[src/rtl/braid_seq_pkg.sv]
// Shared types and constants for the braid pulse sequencer.
// Holds the sequencer state encoding, the default descriptor layout and
// the adiabatic minimum pulse width used by the optional width clamp.
package braid_seq_pkg;

  typedef enum logic [2:0] {
    IDLE,
    ARM,
    PULSE,
    GAP,
    REPEAT,
    HALT
  } seq_state_t;

  localparam int DESC_WIDTH_W = 8;
  localparam int DESC_REP_W   = 4;

  // 2 GHz clock, 5 ns minimum adiabatic pulse.
  localparam int ADIABATIC_MIN_TICKS = 10;

  // One braid pulse descriptor as presented on the command port.
  typedef struct packed {
    logic [DESC_WIDTH_W-1:0] width;
    logic [DESC_WIDTH_W-1:0] gap;
    logic [DESC_REP_W-1:0]   reps;
  } braid_desc_t;

endpackage

[src/rtl/braid_cmd_fifo.sv]
// Command descriptor FIFO for the braid pulse sequencer.
// Synchronous, power-of-two depth, with a flush that empties it in one cycle.
// full, empty and pop_data depend only on internal registers, never on the
// push/pop inputs of the same cycle. A push while full is taken only when a
// pop retires the head entry in the same cycle.
module braid_cmd_fifo
  import braid_seq_pkg::*;
#(
  parameter int DEPTH  = 4,
  parameter int DATA_W = 20
) (
  input  logic              clk,
  input  logic              rst,
  input  logic              push,
  input  logic [DATA_W-1:0] push_data,
  input  logic              pop,
  input  logic              flush,
  output logic [DATA_W-1:0] pop_data,
  output logic              full,
  output logic              empty
);

  localparam int PTR_W = (DEPTH > 2) ? $clog2(DEPTH) : 1;
  localparam logic [PTR_W:0] DEPTH_CNT = (PTR_W + 1)'(DEPTH);

  logic [DATA_W-1:0] mem [DEPTH];
  logic [PTR_W-1:0]  wr_ptr;
  logic [PTR_W-1:0]  rd_ptr;
  logic [PTR_W:0]    count;
  logic              do_push;
  logic              do_pop;

  assign full     = (count == DEPTH_CNT);
  assign empty    = (count == '0);
  assign pop_data = mem[rd_ptr];

  assign do_pop  = pop && !empty;
  assign do_push = push && (!full || do_pop);

  // Storage write port.
  // NOTE: the storage array has no reset; empty/full come from the pointers,
  // so stale contents are never observable and the array can map to LUT RAM.
  always_ff @(posedge clk) begin
    if (do_push && !flush) begin
      mem[wr_ptr] <= push_data;
    end
  end

  // Pointer and occupancy tracking; flush wins over push and pop.
  always_ff @(posedge clk or posedge rst) begin
    if (rst) begin
      wr_ptr <= '0;
      rd_ptr <= '0;
      count  <= '0;
    end else if (flush) begin
      wr_ptr <= '0;
      rd_ptr <= '0;
      count  <= '0;
    end else begin
      if (do_push) wr_ptr <= wr_ptr + 1'b1;
      if (do_pop)  rd_ptr <= rd_ptr + 1'b1;
      case ({do_push, do_pop})
        2'b10:   count <= count + 1'b1;
        2'b01:   count <= count - 1'b1;
        default: count <= count;
      endcase
    end
  end

endmodule

[src/rtl/braid_pulse_sequencer.sv]
// Braid pulse sequencer: upstream stage of the Sigma-X safety interlock.
// Buffers (width, gap, repeat) descriptors and plays each out as a train of
// drive pulses, strobing start_trigger with the pulse width one cycle before
// every pulse. SCRAM cuts pulse_out in the same cycle and halts the block,
// flushing all pending work until the operator clears it.
// Optional build macro SEQ_ADIABATIC_CLAMP_EN: discard descriptors whose
// non-zero width is below MIN_WIDTH and raise the sticky cmd_err flag.
module braid_pulse_sequencer
  import braid_seq_pkg::*;
#(
  parameter int FIFO_DEPTH = 4,
  parameter int WIDTH_W    = 8,
  parameter int REP_W      = 4,
  parameter int MIN_WIDTH  = ADIABATIC_MIN_TICKS
) (
  input  logic               clk,
  input  logic               rst,
  input  logic               cmd_valid,
  output logic               cmd_ready,
  input  logic [WIDTH_W-1:0] cmd_width,
  input  logic [WIDTH_W-1:0] cmd_gap,
  input  logic [REP_W-1:0]   cmd_reps,
  input  logic               scram_in,
  input  logic               scram_clr,
  output logic               start_trigger,
  output logic [WIDTH_W-1:0] pulse_width_ticks,
  output logic               pulse_out,
  output logic               busy,
  output logic               halted,
  output logic               done,
  output logic               cmd_err
);

  localparam int DESC_W = 2 * WIDTH_W + REP_W;
  localparam logic [REP_W-1:0] ONE_REP = REP_W'(1);

  seq_state_t         state;
  logic [WIDTH_W-1:0] cnt;
  logic [REP_W-1:0]   reps_left;
  logic [WIDTH_W-1:0] lat_width;
  logic [WIDTH_W-1:0] lat_gap;
  logic               pulse_reg;
  logic               ready_en;

  logic [DESC_W-1:0]  fifo_wdata;
  logic [DESC_W-1:0]  fifo_rdata;
  logic               fifo_push;
  logic               fifo_pop;
  logic               fifo_flush;
  logic               fifo_full;
  logic               fifo_empty;

  logic [WIDTH_W-1:0] f_width;
  logic [WIDTH_W-1:0] f_gap;
  logic [REP_W-1:0]   f_reps;
  logic [REP_W-1:0]   f_reps_eff;
  logic               reject;
  logic               last_rep;

  // Command port and FIFO hookup.
  assign fifo_wdata = {cmd_width, cmd_gap, cmd_reps};
  assign fifo_push  = cmd_valid && cmd_ready;
  assign fifo_pop   = (state == IDLE) && !fifo_empty && !scram_in;
  assign fifo_flush = scram_in || (state == HALT);

  assign f_width    = fifo_rdata[DESC_W-1 -: WIDTH_W];
  assign f_gap      = fifo_rdata[REP_W +: WIDTH_W];
  assign f_reps     = fifo_rdata[REP_W-1:0];
  assign f_reps_eff = (f_reps == '0) ? ONE_REP : f_reps;
  assign last_rep   = (reps_left == ONE_REP);

  // ready_en keeps cmd_ready low through reset and until the first clock after it.
  assign cmd_ready = ready_en && !fifo_full && (state != HALT);

  // The drive gate is cut combinationally so SCRAM takes effect with zero latency.
  assign pulse_out = pulse_reg && !scram_in;

  braid_cmd_fifo #(
    .DEPTH  (FIFO_DEPTH),
    .DATA_W (DESC_W)
  ) u_cmd_fifo (
    .clk       (clk),
    .rst       (rst),
    .push      (fifo_push),
    .push_data (fifo_wdata),
    .pop       (fifo_pop),
    .flush     (fifo_flush),
    .pop_data  (fifo_rdata),
    .full      (fifo_full),
    .empty     (fifo_empty)
  );

`ifdef SEQ_ADIABATIC_CLAMP_EN
  localparam logic [WIDTH_W-1:0] MIN_W = WIDTH_W'(MIN_WIDTH);

  assign reject = (f_width != '0) && (f_width < MIN_W);

  // Sticky error flag: set whenever a too-short descriptor is discarded.
  always_ff @(posedge clk or posedge rst) begin
    if (rst) begin
      cmd_err <= 1'b0;
    end else if (fifo_pop && reject) begin
      cmd_err <= 1'b1;
    end
  end
`else
  // Without the clamp every width passes; the interlock enforces the limit.
  assign reject  = 1'b0;
  assign cmd_err = 1'b0;

  // MIN_WIDTH only matters to the clamp; sink it so the parameter stays referenced.
  logic unused_min_width;
  assign unused_min_width = (MIN_WIDTH != 0);
`endif

  // Command port opens on the first clock after reset is released.
  always_ff @(posedge clk or posedge rst) begin
    if (rst) begin
      ready_en <= 1'b0;
    end else begin
      ready_en <= 1'b1;
    end
  end

  // Sequencer FSM with registered strobes and status outputs.
  // NOTE: all state here is updated with non-blocking assignments so every
  // branch reads the pre-edge values of state, cnt and reps_left.
  always_ff @(posedge clk or posedge rst) begin
    if (rst) begin
      state             <= IDLE;
      cnt               <= '0;
      reps_left         <= '0;
      lat_width         <= '0;
      lat_gap           <= '0;
      pulse_reg         <= 1'b0;
      start_trigger     <= 1'b0;
      pulse_width_ticks <= '0;
      busy              <= 1'b0;
      halted            <= 1'b0;
      done              <= 1'b0;
    end else begin
      start_trigger <= 1'b0;
      done          <= 1'b0;
      if (scram_in) begin
        // SCRAM overrides every transition, including pops and completion.
        state     <= HALT;
        pulse_reg <= 1'b0;
        busy      <= 1'b1;
        halted    <= 1'b1;
        cnt       <= '0;
        reps_left <= '0;
        lat_width <= '0;
        lat_gap   <= '0;
      end else begin
        case (state)
          IDLE: begin
            if (!fifo_empty && !reject) begin
              lat_width         <= f_width;
              lat_gap           <= f_gap;
              reps_left         <= f_reps_eff;
              pulse_width_ticks <= f_width;
              start_trigger     <= 1'b1;
              busy              <= 1'b1;
              state             <= ARM;
            end
          end
          ARM: begin
            if (lat_width != '0) begin
              pulse_reg <= 1'b1;
              cnt       <= lat_width;
              state     <= PULSE;
            end else if (lat_gap != '0) begin
              cnt   <= lat_gap;
              state <= GAP;
            end else begin
              done  <= last_rep;
              state <= REPEAT;
            end
          end
          PULSE: begin
            if (cnt == WIDTH_W'(1)) begin
              pulse_reg <= 1'b0;
              if (lat_gap != '0) begin
                cnt   <= lat_gap;
                state <= GAP;
              end else begin
                done  <= last_rep;
                state <= REPEAT;
              end
            end else begin
              cnt <= cnt - 1'b1;
            end
          end
          GAP: begin
            if (cnt == WIDTH_W'(1)) begin
              done  <= last_rep;
              state <= REPEAT;
            end else begin
              cnt <= cnt - 1'b1;
            end
          end
          REPEAT: begin
            reps_left <= reps_left - 1'b1;
            if (!last_rep) begin
              pulse_width_ticks <= lat_width;
              start_trigger     <= 1'b1;
              state             <= ARM;
            end else begin
              busy  <= 1'b0;
              state <= IDLE;
            end
          end
          HALT: begin
            if (scram_clr) begin
              busy   <= 1'b0;
              halted <= 1'b0;
              state  <= IDLE;
            end
          end
          default: begin
            state <= IDLE;
          end
        endcase
      end
    end
  end

endmodule

[config.mk]
export PLATFORM = sky130hd
export DESIGN_NAME = braid_pulse_sequencer
export DESIGN_NICKNAME = d
export VERILOG_FILES = /design/src/rtl/braid_seq_pkg.sv /design/src/rtl/braid_cmd_fifo.sv /design/src/rtl/braid_pulse_sequencer.sv
export SDC_FILE = /design/constraint.sdc
export NUM_CORES = 1
export LEC_CHECK = 0
export ABC_AREA = 0
export BUFFER_PORTS_ARGS = -buffer_cell sky130_fd_sc_hd__clkbuf_2
export CORE_AREA = 2 2 127 129
export CTS_CLUSTER_DIAMETER = 30
export DETAILED_ROUTE_END_ITERATION = 8
export DIE_AREA = 0 0 129 131
export PLACE_DENSITY_LB_ADDON = 0.3
export SLEW_MARGIN = 20
export SYNTH_ARGS = -nofsm -noshare
export SYNTH_HDL_FRONTEND = slang
export SYNTH_HIERARCHICAL = 1
export SYNTH_SLANG_ARGS = --single-unit
[constraint.sdc]
create_clock -name clk -period 8.54 [get_ports clk]
set_clock_uncertainty 0.2 [all_clocks]
set_input_delay 1.281 -clock clk [delete_from_list [all_inputs] [get_ports clk]]
set_output_delay 1.281 -clock clk [all_outputs]
set_load 0.02 [all_outputs]
# Word-level counts from Yosys, hierarchy flattened

Memory sizes are Yosys's and may differ from the RTL's.
Cells that the tools add are included.
Widths: inputs -> output; s select.

Flip-flop bits (word level): 52
Memory bits (writable): 80
Output and inout port bits: 15
Logic and storage cells: 139
Memories: 1

$add $sub $neg: 6
Equal/unequal tests: 21
Mux-type cells: 56
Bitwise operators: 1
Reductions and logical operators: 39

Memory list:

| memory         | words | bits a word | read ports | clocked after memory_dff | write ports | RTL line             | source |
|---|---|---|---|---|---|---|---|
| u_cmd_fifo.mem | 4     | 20          | 1          | 0                        | 1           | braid_cmd_fifo.sv:26 | `logic [DATA_W-1:0] mem [DEPTH];` |

Operators by type and width:

| kind                | number |
|---|---|
| $mux 8              | 12 |
| $mux 3              | 8 |
| $ne 3x3->1 const B  | 8 |
| $pmux 8 s3          | 1 |
| $mux 1              | 20 |
| $pmux 3 s6          | 1 |
| $pmux 8 s2          | 1 |
| $reduce_bool 8->1   | 2 |
| $mux 4              | 3 |
| $reduce_and 4->1    | 3 |
| $reduce_bool 2->1   | 6 |
| $eq 3x3->1 const B  | 3 |
| $logic_and 1x1->1   | 9 |
| $reduce_bool 3->1   | 3 |
| $eq 8x1->1 const B  | 1 |
| $mux 2              | 4 |
| $pmux 4 s2          | 1 |
| $reduce_and 2->1    | 4 |
| $reduce_bool 4->1   | 2 |
| $sub 8x1->8 const B | 1 |
| $eq 3x2->1 const B  | 2 |
| $logic_not 3->1     | 2 |
| $ne 2x2->1 const B  | 3 |
| $pmux 1 s3          | 2 |
| 15 further kinds    | 21 |

# Longest topological paths before layout

Gate-level depths: netlist of the first run.

Depth after elaboration: 10
Gate-level depth with buffers: 12
Depth with buffers taken out: 9

# Cells and area by module

Netlist of the first run, hierarchy kept.

Modules (own cells, without submodules):

| module                | instances | cells an instance | area an instance (um^2) | seq. area each (um^2) |
|---|---|---|---|---|
| braid_cmd_fifo        | 1         | 169               | 3458.3                  | 2577.5 |
| braid_pulse_sequencer | 1         | 298               | 2635.0                  | 1126.1 |

# Least setup slack after synthesis of the first run

No wires, ideal clock.

Path kind: in2reg
Start point: input scram_in
End point: memory u_cmd_fifo.mem[0][0] (enable)
Library setup time: 0.427 ns
Arrival time: 4.370 ns
Setup slack: 3.543 ns
Stages on the path: 6
Path through: clkbuf_1 nor4b_2 clkbuf_1 clkbuf_1 o21ai_1 nor3b_1

Cells in the longest elaborated chain, start to end: 8
Elaborated cells between the ends (all ways): 10
Classes of those cells: mux (2); reduce/logical (8)

RTL lines:

| item                         | RTL line                    | source |
|---|---|---|
| start: declaration           | braid_pulse_sequencer.sv:23 | `input logic scram_in,` |
| $logic_not 1->1              | braid_pulse_sequencer.sv:63 | `assign fifo_pop = (state == IDLE) && !fifo_empty && !scram_in;` |
| $logic_and 1x1->1            | braid_pulse_sequencer.sv:63 |  |
| via fifo_pop                 | braid_pulse_sequencer.sv:48 | `logic fifo_pop;` |
| $logic_and 1x1->1            | braid_cmd_fifo.sv:37        | `assign do_pop = pop && !empty;` |
| $logic_or 1x1->1             | braid_cmd_fifo.sv:38        | `assign do_push = push && (!full \|\| do_pop);` |
| $logic_and 1x1->1            | braid_cmd_fifo.sv:38        |  |
| $logic_and 1x1->1            | braid_cmd_fifo.sv:44        | `if (do_push && !flush) begin` |
| $mux 1                       | braid_cmd_fifo.sv:44        |  |
| $mux 1 (implied by the code) | braid_cmd_fifo.sv:45        | `mem[wr_ptr] <= push_data;` |
| end: declaration             | braid_cmd_fifo.sv:26        |  |

The timed path passes the listed nets, and every way through them passes these cells.

# Worst setup path after layout of the first run

Start point: register state[0]
End point: output cmd_ready

Cells in the longest elaborated chain, start to end: 2

RTL lines:

| item                     | RTL line                     | source |
|---|---|---|
| start: declaration       | braid_pulse_sequencer.sv:37  | `seq_state_t state;` |
| start signal: assignment | braid_pulse_sequencer.sv:130 | `state <= IDLE;` |
| start signal: assignment | braid_pulse_sequencer.sv:146 | `state <= HALT;` |
| start signal: assignment | braid_pulse_sequencer.sv:164 | `state <= ARM;` |
| $ne 3x3->1               | braid_pulse_sequencer.sv:73  | `assign cmd_ready = ready_en && !fifo_full && (state != HALT);` |
| $logic_and 1x1->1        | braid_pulse_sequencer.sv:73  |  |
| end: declaration         | braid_pulse_sequencer.sv:19  | `output logic cmd_ready,` |

No other way between the ends.

==> summary.txt, run 1 <==
Flow run
  • Count of maximum capacitance violations: 0

Synth
  • Post-Synth XOR/XNOR Area: 0.00719
  • Combinational family with the most area after synthesis: compound AO/OA/AOI/OAI gates
  • Synth unique cells: 63
  • Post-Synth Adder-Cell Area: 0.0197
  • Post-Synth Simple-Gate Area: 0.123
  • Post-Syn Nets: 501
  • Synth area leaders: edfxtp_1 (39%), dfrtp_1 (21%), mux4_2 (7.4%)
  • Synth Area in Compound Gates: 0.128
  • Synth warn: 6
  • Post-synth EDFFs: 80
  • Syn Std Cell Area: 0.00609 mm2
  • Sequential area share after synthesis: 0.608
  • Yosys top cell by area: edfxtp_1
  • Post-synthesis mux area share: 0.0797
  • Ys flop type: edfxtp_1
  • Most frequent cell after synthesis: edfxtp_1
  • Ys async rst share: 0.394
  • Synthesized flop and latch total: between 100 and 150
  • List of most frequent post-synthesis cells: edfxtp_1 (80), dfrtp_1 (52), nor2_1 (39)
  • Mapped Cells: roughly 470
  • Post-synth top area share: 0.394
  • Syn avg cell area: 13.0 um2

Pwr
  • Static Leak: 2.58 nW
  • VDD IR max: 0.000192 V
  • Pwr Density: 246 mW/mm2

Detailed routing
  • Drt drc: 0
  • Initial drt markers: 297
  • DRT Wirelength: roughly 13 mm
  • Detailed-route via count: ~4000
  • Detailed-route wire length per cell: ~18 um
  • Post-route antenna net violation count: 0
  • DR vias/cell: 5.44
  • Drt pass-1 iters: 4

Clock network
  • Clock sinks: ~130
  • Postcts setup bufs: 0
  • Clock Tree Buf Depth: 2
  • Post-CTS Resized: 0
  • H-tree levels: 4
  • Root Buffer: clkbuf_16
  • CTS Buf Count: 17
  • Hold_buf cts: 0
  • CTS tree: built
  • Reg clk slew, reported paths: 0.06 ns
  • Clk Latency, worst-skew pair: 0.41 ns

Min path
  • Hold path startpoint: halted
  • HP Class: reg -> reg

GRT
  • Gr usage total: 0.163
  • Vias in the first global route: 3982
  • First-pass GRT wire length: 20.8 mm
  • Largest net degree at the start of global routing: 46
  • GRT overflow: 0
  • Initial antenna violation count: 0

Floorplanning
  • Initial Util: 0.391
  • Die width: 129 um
  • # rows: 46
  • Core Area: between 0.015 and 0.02 mm2
  • I/O Pins: 40
  • Die Area: 0.0169 mm2
  • Chip height: ~130 um

Placement
  • # port buffers: 38
  • HPWL after DPL: 8.58 mm
  • GPL Wtd Cong: about 0.87

Worst setup path
  • Worst Setup End Kind: output port
  • Critical path arrival: 2.01 ns
  • Setup crit start: state[0]
  • Worst endpoint required time: 7.06 ns
  • Worst setup SP type: flip-flop
  • CP Max Fanout: 23
  • R2R Path Start: state[0]
  • Critical path class: reg -> out

Cells and area
  • Core Util, Final: 0.453
  • Area delta synth->final: 16.0%
  • Multi-input gate area: 0.00221 mm2
  • FF/Latch Area: 0.00370 mm2
  • ANT cells: 0
  • Final net count: 537
  • Layout cell share with drive strength beyond 1: 0.221
  • Largest Register: u_cmd_fifo/mem
  • Fill cell count: 1378
  • Max reg flops: 80

Timing
  • Slew at the pin with the worst max-slew slack: 0.999 ns
  • Max_slew headroom: 0.333
  • Fin. max-slew vios: 0
  • Final Critical Period: 3.49 ns
  • Final hold vios: 0
  • RSZ-0062 raised after global routing: false
  • Post-route clock period utilization: 0.408
  • Fin Setup TNS: 0 ns
  • Final setup viols: 0
  • Highest clock rate: 0.287 GHz

Outcome
  • Status: complete, no violations
-- per-layer routing --
| layer | wire length, um | GRT usage | vias up |
|---|---|---|---|
| li1 | - | - | 1869 |
| met1 | 5780 | 0.211 | 2002 |
| met2 | 6330 | 0.265 | 96 |
| met3 | 640 | 0.0497 | 14 |
| met4 | 142 | 0.0537 | 0 |
| met5 | 0 | 0 | - |
-- cell type report --
| class | count | area share |
|---|---|---|
| clock buffers | 17 | 0.0602 |
| repair buffers | 46 | 0.0354 |
| clock inverters | 15 | 0.0186 |
| multi-input cells | 287 | 0.313 |
| well taps | 216 | 0.0382 |
| flip-flops and latches | 132 | 0.524 |
| inverters | 19 | 0.0103 |
-- critical path, cell delays in order (launching register included) --
cell and delay [ns]:
dfrtp_1 0.77, nand2b_1 0.20, nor2_1 0.33, nor3b_1 0.11, clkbuf_2 0.17
-- metrics by stage --
stage          instance area [um2]  hold slack (ns)  total power (W)  std cells  setup slack, ns
2_1_floorplan                 6090            0.296         0.000982        467             3.54
3_3_place_gp                  6510            0.261          0.00107        700             4.73
3_5_place_dp                  6510            0.270          0.00108        700             4.65
4_1_cts                       7070            0.283          0.00176        732             5.04
5_1_grt                       7070            0.286          0.00182        732             4.77
6_report                      7070            0.280          0.00174        732             5.05
-- report_power, final --
part	total, W	switching, W	internal (W)	leakage (nW)
Clock	0.000677	0.000276	0.000401	0.269
Sequential	0.000773	0.0000518	0.000721	1.40
Combinational	0.000292	0.000188	0.000104	0.903
Total	0.00174	0.000515	0.00123	2.58
-- worst paths after layout --
kind / cells past startpoint / slack, ns / endpoint
worst max-delay path: 4 / 5.05 / cmd_ready
worst min-delay path: 1 / 0.28 / halted
worst max register to register: 9 / 5.09 / u_cmd_fifo/count[2]
worst min register to register: 1 / 0.28 / halted
max in group asynchronous: 2 / 6.86 / reps_left[0]
min in group asynchronous: 2 / 0.60 / u_cmd_fifo/count[1]
-- layout by cell type (no fill, tap or decap), drive strengths merged, types with 3 or more instances in the layout --
cell type / n
or2: 3
or3b: 3
mux4: 20
or4: 3
dfrtp: 52
buf: 8
o22ai: 4
nand2b: 7
xor2: 3
a32o: 3
o211ai: 7
inv: 22
nand3: 8
edfxtp: 80
nor3: 7
nor2b: 4
a22o: 16
o31ai: 7
and2: 4
a31oi: 20
a211oi: 5
nor4b: 3
clkinvlp: 3
a21oi: 14
clkbuf: 55
nand2: 27
nor3b: 12
ha: 8
nor4: 9
clkinv: 8
o21ai: 20
a22oi: 3
nor2: 39
-- cells by family after synthesis --
family / Yosys count
compound gates: 113
simple gates: 135
flops: 132
other cells: 2
mux: 23
xor+xnor: 5
fa+ha+maj: 9
buf+inv: 48
Note: power is estimated with default switching activity, not from simulation.
==> run 2, diff against run 1 <==
ABC_AREA = 1   (was 0)
CORE_AREA = 2 2 128 130   (was 2 2 127 129)
DIE_AREA = 0 0 130 132   (was 0 0 129 131)
clock period = 2.9 ns   (was 8.54 ns; I/O delays follow)
==> run 2 against run 1 <==
  * Count of clock-buffer cells in the layout grew 2
  * Utilization up 0.17 points
  * Non-clock buffer count rose by 3
  * Worst setup slack worse by 4.8 ns
  * Synthesized cell count increased by 39%
  * Via count up 14%
  * Critical endpoint is now u_cmd_fifo/count[2]
  * Highest routed layer unchanged
==> summary.txt, run 2 <==
Outcome
  • Status: complete, no violations

Worst setup path
  • Setup crit start: u_cmd_fifo/count[0]
  • Worst R2R Path Depth: 16 (+7)
  • Worst Setup End Kind: flip-flop
  • Critical path arrival: 2.70 ns (+0.69 ns)
  • Worst R2R Setup Slack: 0.30 ns (-4.79 ns)
  • Worst setup SP type: flip-flop
  • Critical-path top delay cell: dfrtp_1
  • Worst endpoint required time: 3.00 ns (-4.06 ns)
  • Worst-path cell chain: nor2_4, nand2_1, inv_1, nor2_1, nand2_1, nor2_1, inv_1, nand3_2, inv_1, fa_1, xnor2_1, inv_1, nand2_1, nand2_1, nand3_1, nand2_1
  • Worst reg2reg path endpoint: u_cmd_fifo/count[2]
  • End of the critical path: u_cmd_fifo/count[2]
  • CP Max Fanout: 5 (-78%)
  • Critical path class: reg -> reg
  • R2R Path Start: u_cmd_fifo/count[0]
  • Worst stage delay on the critical path: 0.45 ns (-0.32 ns)
  • Crit-path most repeated cell: nand2_1

Cells and area
  • Fill cell count: 1476 (+7.1%)
  • FF/Latch Area: 0.00370 mm2 (unchanged)
  • Most common cell after layout, fill and taps aside: nand2_1
  • Core Util, Final: 0.455 (+0.00170)
  • Layout cell share with drive strength beyond 1: 0.145 (-0.0760)
  • Most frequent cells in the layout: nand2_1 (122), nor2_1 (105), edfxtp_1 (80), inv_1 (61), dfrtp_1 (52)
  • ANT cells: 0 (unchanged)
  • Multi-input gate area: 0.00210 mm2 (-5.3%)
  • Final net count: 725 (+35%)
  • Largest Register: u_cmd_fifo/mem
  • Area delta synth->final: 15.6%
  • Max reg flops: 80 (unchanged)

GRT
  • Gr usage total: 0.170 (+0.00703)
  • GR Util met3: 0.0471 (-0.00260)
  • Largest net degree at the start of global routing: 46 (unchanged)
  • Met2 usage: 0.279 (+0.0147)
  • GRT overflow: 0 (unchanged)
  • M1 GR Usage: 0.221 (+0.00966)
  • First-pass GRT wire length: 22.8 mm (+9.8%)
  • Vias in the first global route: 4624 (+16%)
  • Most Used Layer, Global Route: met2
  • Initial antenna violation count: 0 (unchanged)

Floorplanning
  • Die Area: 0.0172 mm2 (+1.5%)
  • Chip height: 132 um (+0.76%)
  • Initial Util: 0.394 (+0.00295)
  • Die width: 130 um (+0.78%)
  • # rows: 46 (unchanged)
  • Core Area: 0.0157 mm2 (+0.74%)
  • I/O Pins: 40 (unchanged)

Timing
  • Max_slew headroom: 0.363 (+0.0306)
  • Highest clock rate: between 0.3 and 0.4 GHz
  • RSZ-0062 raised after global routing: false
  • Final setup viols: 0 (unchanged)
  • Final hold vios: 0 (unchanged)
  • Fin. max-slew vios: 0 (unchanged)
  • Final Critical Period: ~2.6 ns
  • Slew at the pin with the worst max-slew slack: 0.953 ns (-0.0454 ns)
  • Fin Setup TNS: 0 ns (unchanged)
  • Post-route clock period utilization: 0.896
  • Final worst setup slack: 0.301 ns (-4.75 ns)

Synth
  • Synthesized flop and latch total: 132 (unchanged)
  • List of most frequent post-synthesis cells: nand2_1 (122), nor2_1 (105), edfxtp_1 (80)
  • Ys async rst share: 0.394 (unchanged)
  • Most frequent cell after synthesis: nand2_1
  • Post-Syn Nets: 681 (+36%)
  • Synth unique cells: 39 (-38%)
  • Post-synth top area share: 0.388 (-0.00582)
  • Syn Std Cell Area: 0.00618 mm2 (+1.5%)
  • Sequential area share after synthesis: 0.599 (-0.00898)
  • Synth warn: 6 (unchanged)
  • Post-synth EDFFs: 80 (unchanged)
  • Syn avg cell area: 9.56 um2 (-27%)
  • Ys flop type: edfxtp_1
  • Synth area leaders: edfxtp_1 (39%), dfrtp_1 (21%), nand2_1 (7.4%)
  • Mapped Cells: 647 (+39%)
  • Yosys top cell by area: edfxtp_1

Clock network
  • Clock sinks: 132 (unchanged)
  • Post-CTS Resized: 0 (unchanged)
  • Root Buffer: clkbuf_16
  • CTS tree: built
  • Clock Tree Buf Depth: 2 (unchanged)
  • Reg clk slew, reported paths: 0.06 ns (about the same)
  • CTS Buf Count: 17 (unchanged)
  • Clk Latency, worst-skew pair: 0.41 ns (about the same)
  • H-tree levels: 4 (unchanged)

Placement
  • # port buffers: 38 (unchanged)
  • Pre-CTS setup slack: 0.323 ns (-4.33 ns)
  • GPL Wtd Cong: 0.862 (-0.90%)
  • HPWL after DPL: 9.24 mm (+7.7%)

Detailed routing
  • Initial drt markers: 369 (+24%)
  • Post-route antenna net violation count: 0 (unchanged)
  • Detailed-route via count: 4543 (+14%)
  • Drt drc: 0 (unchanged)
  • DR vias/cell: 4.94 (-9.2%)
  • DRT Wirelength: 13.6 mm (+5.5%)
  • Drt pass-1 iters: 5 (+1)
  • Detailed-route wire length per cell: 14.8 um (-16%)

Pwr
  • Static Leak: 2.97 nW (+15%)
  • Pwr Density: 801 mW/mm2 (+230%)
  • VDD IR max: 0.000520 V (+170%)

Min path
  • HP Class: in -> reg

Flow run
  • Count of maximum capacitance violations: 0 (unchanged)
[run 2: how the worst min path moves through the flow]
stage                from  depth (start not counted)  slack (ns)               endpoint
5_1_grt        cmd_gap[6]                          1        0.03  u_cmd_fifo/mem[0][10]
3_5_place_dp          rst                          2        0.19    u_cmd_fifo/count[0]
2_1_floorplan         rst                          1        0.04    u_cmd_fifo/count[0]
4_1_cts        cmd_gap[1]                          1        0.03   u_cmd_fifo/mem[0][5]
6_report       cmd_gap[2]                          1        0.04   u_cmd_fifo/mem[0][6]
3_3_place_gp          rst                          2        0.18    u_cmd_fifo/count[0]
[run 2: cells by family after synthesis]
family | after synthesis | share of synthesized area
fa+ha+maj | 9 | 0.0194
simple gates | 284 | 0.196
xor+xnor | 7 | 0.00991
compound gates | 122 | 0.113
other cells | 2 | 0.00121
flops | 132 | 0.599
buf+inv | 91 | 0.0619
[run 2: critical path, delay by kind of cell (launching register included)]
| kind | cells | cell delay [ns] |
|---|---|---|
| xor gates and xnor gates | 1 | 0.22 |
| buffers and inverters | 4 | 0.32 |
| DFF | 1 | 0.45 |
| and+or+nand+nor | 10 | 0.87 |
| adders and majority gates | 1 | 0.43 |
[run 2: cell type report]
type	instances	area share
Clock buffer	19	0.0606
Multi-Input combinational cell	424	0.294
Clock inverter	13	0.0154
Timing Repair Buffer	49	0.0385
Tap cell	216	0.0378
Sequential cell	132	0.518
Inverter	67	0.0359
[run 2: power breakdown]
group	internal, W	switching, W
clock network	0.00117	0.000806
registers	0.00218	0.000144
logic	0.000463	0.000963
total	0.00381	0.00191
[run 2: repair_timing]
action / 4_1_cts / 5_1_grt
hold buffers: 1 / 0
buffers inserted: 0 / 0
endpoints found under the hold margin: 7 / 0
[run 2: through the flow]
stage                     power (W)  area [um2]  cells  hold slack, ns
after global placement      0.00374        6590    887           0.181
final                       0.00573        7150    920          0.0408
after CTS                   0.00576        7150    920          0.0288
after global routing        0.00605        7150    920          0.0316
after detailed placement    0.00377        6590    887           0.187
after floorplan             0.00343        6180    647          0.0384
[run 2: routing by layer]
layer,up-vias,share of wire
met1,2153,0.46
met4,0,0.013
li1,2268,-
met2,101,0.48
met3,21,0.042
met5,-,0
==> run 3, diff against run 2 <==
GPL_TIMING_DRIVEN = 0   (was default)
==> run 3 against run 2 <==
  * Final cell count grew 3.3%
  * First-iteration DRC count shrank 12%
  * Fmax shrank 5.7%
  * Global-route usage grew 1.4 points
  * Total power grew 3.9%
  * Utilization grew 2.3 points
  * Sequential power is essentially flat
  * Die area is the same
  * Worst setup slack lost 0.16 ns
  * Critical path type unchanged
==> summary.txt, run 3 (synthesized netlist as in run 2, its figures left out) <==
Outcome
  • Status: complete, no violations

Detailed routing
  • Detailed-route via count: 4832 (+6.4%)
  • Initial drt markers: 323 (-12%)
  • Drt pass-1 iters: 4 (-1)
  • Detailed-route wire length per cell: 15.5 um (+4.7%)
  • DRT Wirelength: 14.7 mm (+8.1%)
  • Post-route antenna net violation count: 0 (unchanged)
  • Drt drc: 0 (unchanged)
  • DR vias/cell: 5.09 (+3.0%)

Pwr
  • Sw Share: 0.333 (-0.00108)
  • P_sw: 0.00198 W (+3.6%)
  • Internal: 0.00397 W (+4.1%)
  • VDD IR max: 0.000420 V (-19%)
  • Clock share of power: 0.357 (+0.011)
  • Pwr Density: 793 mW/mm2 (-1.0%)
  • Flop pwr share: 0.387 (-0.018)
  • Static Leak: 3.11 nW (+4.8%)
  • Comb pwr share: 0.256 (+0.007)

Cells and area
  • ANT cells: 0 (unchanged)
  • Most common cell after layout, fill and taps aside: nand2_1
  • Fill cell count: 1418 (-3.9%)
  • Largest Register: u_cmd_fifo/mem
  • Post-Layout Cell Count: 950 (+3.3%)
  • Layout cell share with drive strength beyond 1: 0.187 (+0.0418)
  • Max reg flops: 80 (unchanged)
  • Area delta synth->final: 21.3%
  • Final net count: 755 (+4.1%)
  • Most frequent cells in the layout: nand2_1 (121), nor2_1 (100), edfxtp_1 (80), inv_1 (61), dfrtp_1 (51)

Timing
  • Highest clock rate: 0.363 GHz (-5.7%)
  • Post-route clock period utilization: 0.951 (+0.0544)
  • Fin. max-slew vios: 0 (unchanged)
  • Final Critical Period: 2.76 ns (+0.158 ns)
  • Final setup viols: 0 (unchanged)
  • Final hold vios: 0 (unchanged)
  • RSZ-0062 raised after global routing: true
  • Max_slew headroom: 0.650 (+0.287)
  • Slew at the pin with the worst max-slew slack: 0.520 ns (-0.433 ns)
  • Fin Setup TNS: 0 ns (unchanged)

GRT
  • Largest net degree at the start of global routing: 30 (-35%)
  • Gr usage total: 0.184 (+0.0138)
  • Initial antenna violation count: 0 (unchanged)
  • GRT overflow: 0 (unchanged)
  • First-pass GRT wire length: 24.1 mm (+5.5%)
  • Vias in the first global route: 4754 (+2.8%)

Placement
  • # port buffers: 37 (-2.6%)
  • HPWL after DPL: 9.82 mm (+6.3%)
  • GPL Wtd Cong: 0.872 (+1.2%)
  • Placed cell count: 901 (+1.6%)

Floorplanning
  • # rows: 46 (unchanged)
  • Initial Util: 0.394 (unchanged)
  • Chip height: 132 um (unchanged)
  • I/O Pins: 40 (unchanged)
  • Die Area: 0.0172 mm2 (unchanged)
  • Die width: 130 um (unchanged)
  • Core Area: 0.0157 mm2 (unchanged)

Clock network
  • Clock sinks: 132 (unchanged)
  • H-tree levels: 4 (unchanged)
  • CTS tree: built
  • CTS Buf Count: 17 (unchanged)
  • Root Buffer: clkbuf_16
  • Reg clk slew, reported paths: 0.06 ns (about the same)
  • Clock Tree Buf Depth: 2 (unchanged)
  • Clk Latency, worst-skew pair: 0.42 ns (about the same)

Worst setup path
  • Worst-path cell chain: nor2_4, nand2_2, inv_1, nor2_1, nand2_2, inv_4, buf_4, nand3_2, inv_1, fa_1, xnor2_2, inv_1, nand2_1, nand2_1, nand3_1, nand2_1
  • Worst endpoint required time: 3.01 ns (about the same)
  • Worst setup SP type: flip-flop
  • Worst Setup End Kind: flip-flop
  • Critical path arrival: 2.87 ns (+0.17 ns)
  • CP Max Fanout: 12 (+7)
  • Worst stage delay on the critical path: 0.47 ns (+0.02 ns)
  • CP delay by family, top: simple AND/OR/NAND/NOR gates
  • Critical path class: reg -> reg
  • CP bufs+invs: 5 (+1)
  • Critical-path top delay cell: fa_1

Flow run
  • Count of maximum capacitance violations: 0 (unchanged)

Min path
  • HP Class: in -> reg
run 3: path summary, 6_finish.rpt:
check / depth (start not counted) / slack (ns) / end / start
max: 16 / 0.14 / u_cmd_fifo/count[2] / u_cmd_fifo/count[1]
min: 1 / 0.03 / u_cmd_fifo/mem[3][12] / cmd_width[0]
max reg2reg: 16 / 0.14 / u_cmd_fifo/count[2] / u_cmd_fifo/count[1]
min reg2reg: 2 / 0.29 / cnt[1] / cnt[1]
max in group asynchronous: 4 / 1.68 / start_trigger / rst
min in group asynchronous: 3 / 0.30 / u_cmd_fifo/wr_ptr[1] / rst
run 3: cell type report:
cell class / count / area (um2) / share of cell area
plain buffers: 24 / 126 / 0.0168
clock buffers: 17 / 425 / 0.0567
clock inverters: 15 / 168 / 0.0223
inverters: 67 / 259 / 0.0345
multi-input cells: 428 / 2190 / 0.292
flip-flops and latches: 132 / 3700 / 0.494
well taps: 216 / 270 / 0.0360
repair buffers: 51 / 355 / 0.0474
run 3: stage by stage:
step | util | hold slack (ns) | total power (W) | instance area, um2 | setup slack, ns
after floorplan | - | 0.0384 | 0.00343 | 6180 | 0.00201
after global placement | 0.423 | 0.176 | 0.00379 | 6640 | -0.997
after detailed placement | 0.426 | 0.187 | 0.00383 | 6690 | -0.177
after CTS | 0.476 | 0.0151 | 0.00598 | 7480 | 0.0292
after global routing | 0.477 | 0.0257 | 0.00630 | 7500 | -0.0636
final | 0.477 | 0.0265 | 0.00595 | 7500 | 0.143
run 3: routing by layer:
metal | share of wire | up-vias | wire (um) | track usage
li1 | - | 2335 | - | -
met2 | 0.50 | 143 | 7390 | 0.304
met1 | 0.42 | 2325 | 6200 | 0.231
met3 | 0.052 | 29 | 769 | 0.0406
met4 | 0.024 | 0 | 352 | 0.0806
met5 | 0 | - | 0 | 0
run 3: power by group through the flow:
| stage | registers (W) | logic [W] | clock network, W |
|---|---|---|---|
| after floorplan | 0.00240 | 0.00103 | 0 |
| final | 0.00230 | 0.00152 | 0.00213 |
| after global routing | 0.00233 | 0.00173 | 0.00225 |
| after CTS | 0.00230 | 0.00152 | 0.00216 |
| after detailed placement | 0.00234 | 0.00149 | 0 |
| after global placement | 0.00233 | 0.00146 | 0 |
run 3: what timing repair did:
| action | 4_1_cts | 5_1_grt |
|---|---|---|
| pin swaps | 8 | 0 |
| cloned | 4 | 0 |
| buffers inserted | 12 | 0 |
| endpoints found under the hold margin | 23 | 0 |
| resized for setup | 6 | 5 |
| endpoints found under the setup margin | 81 | 81 |
| hold buffers | 1 | 0 |
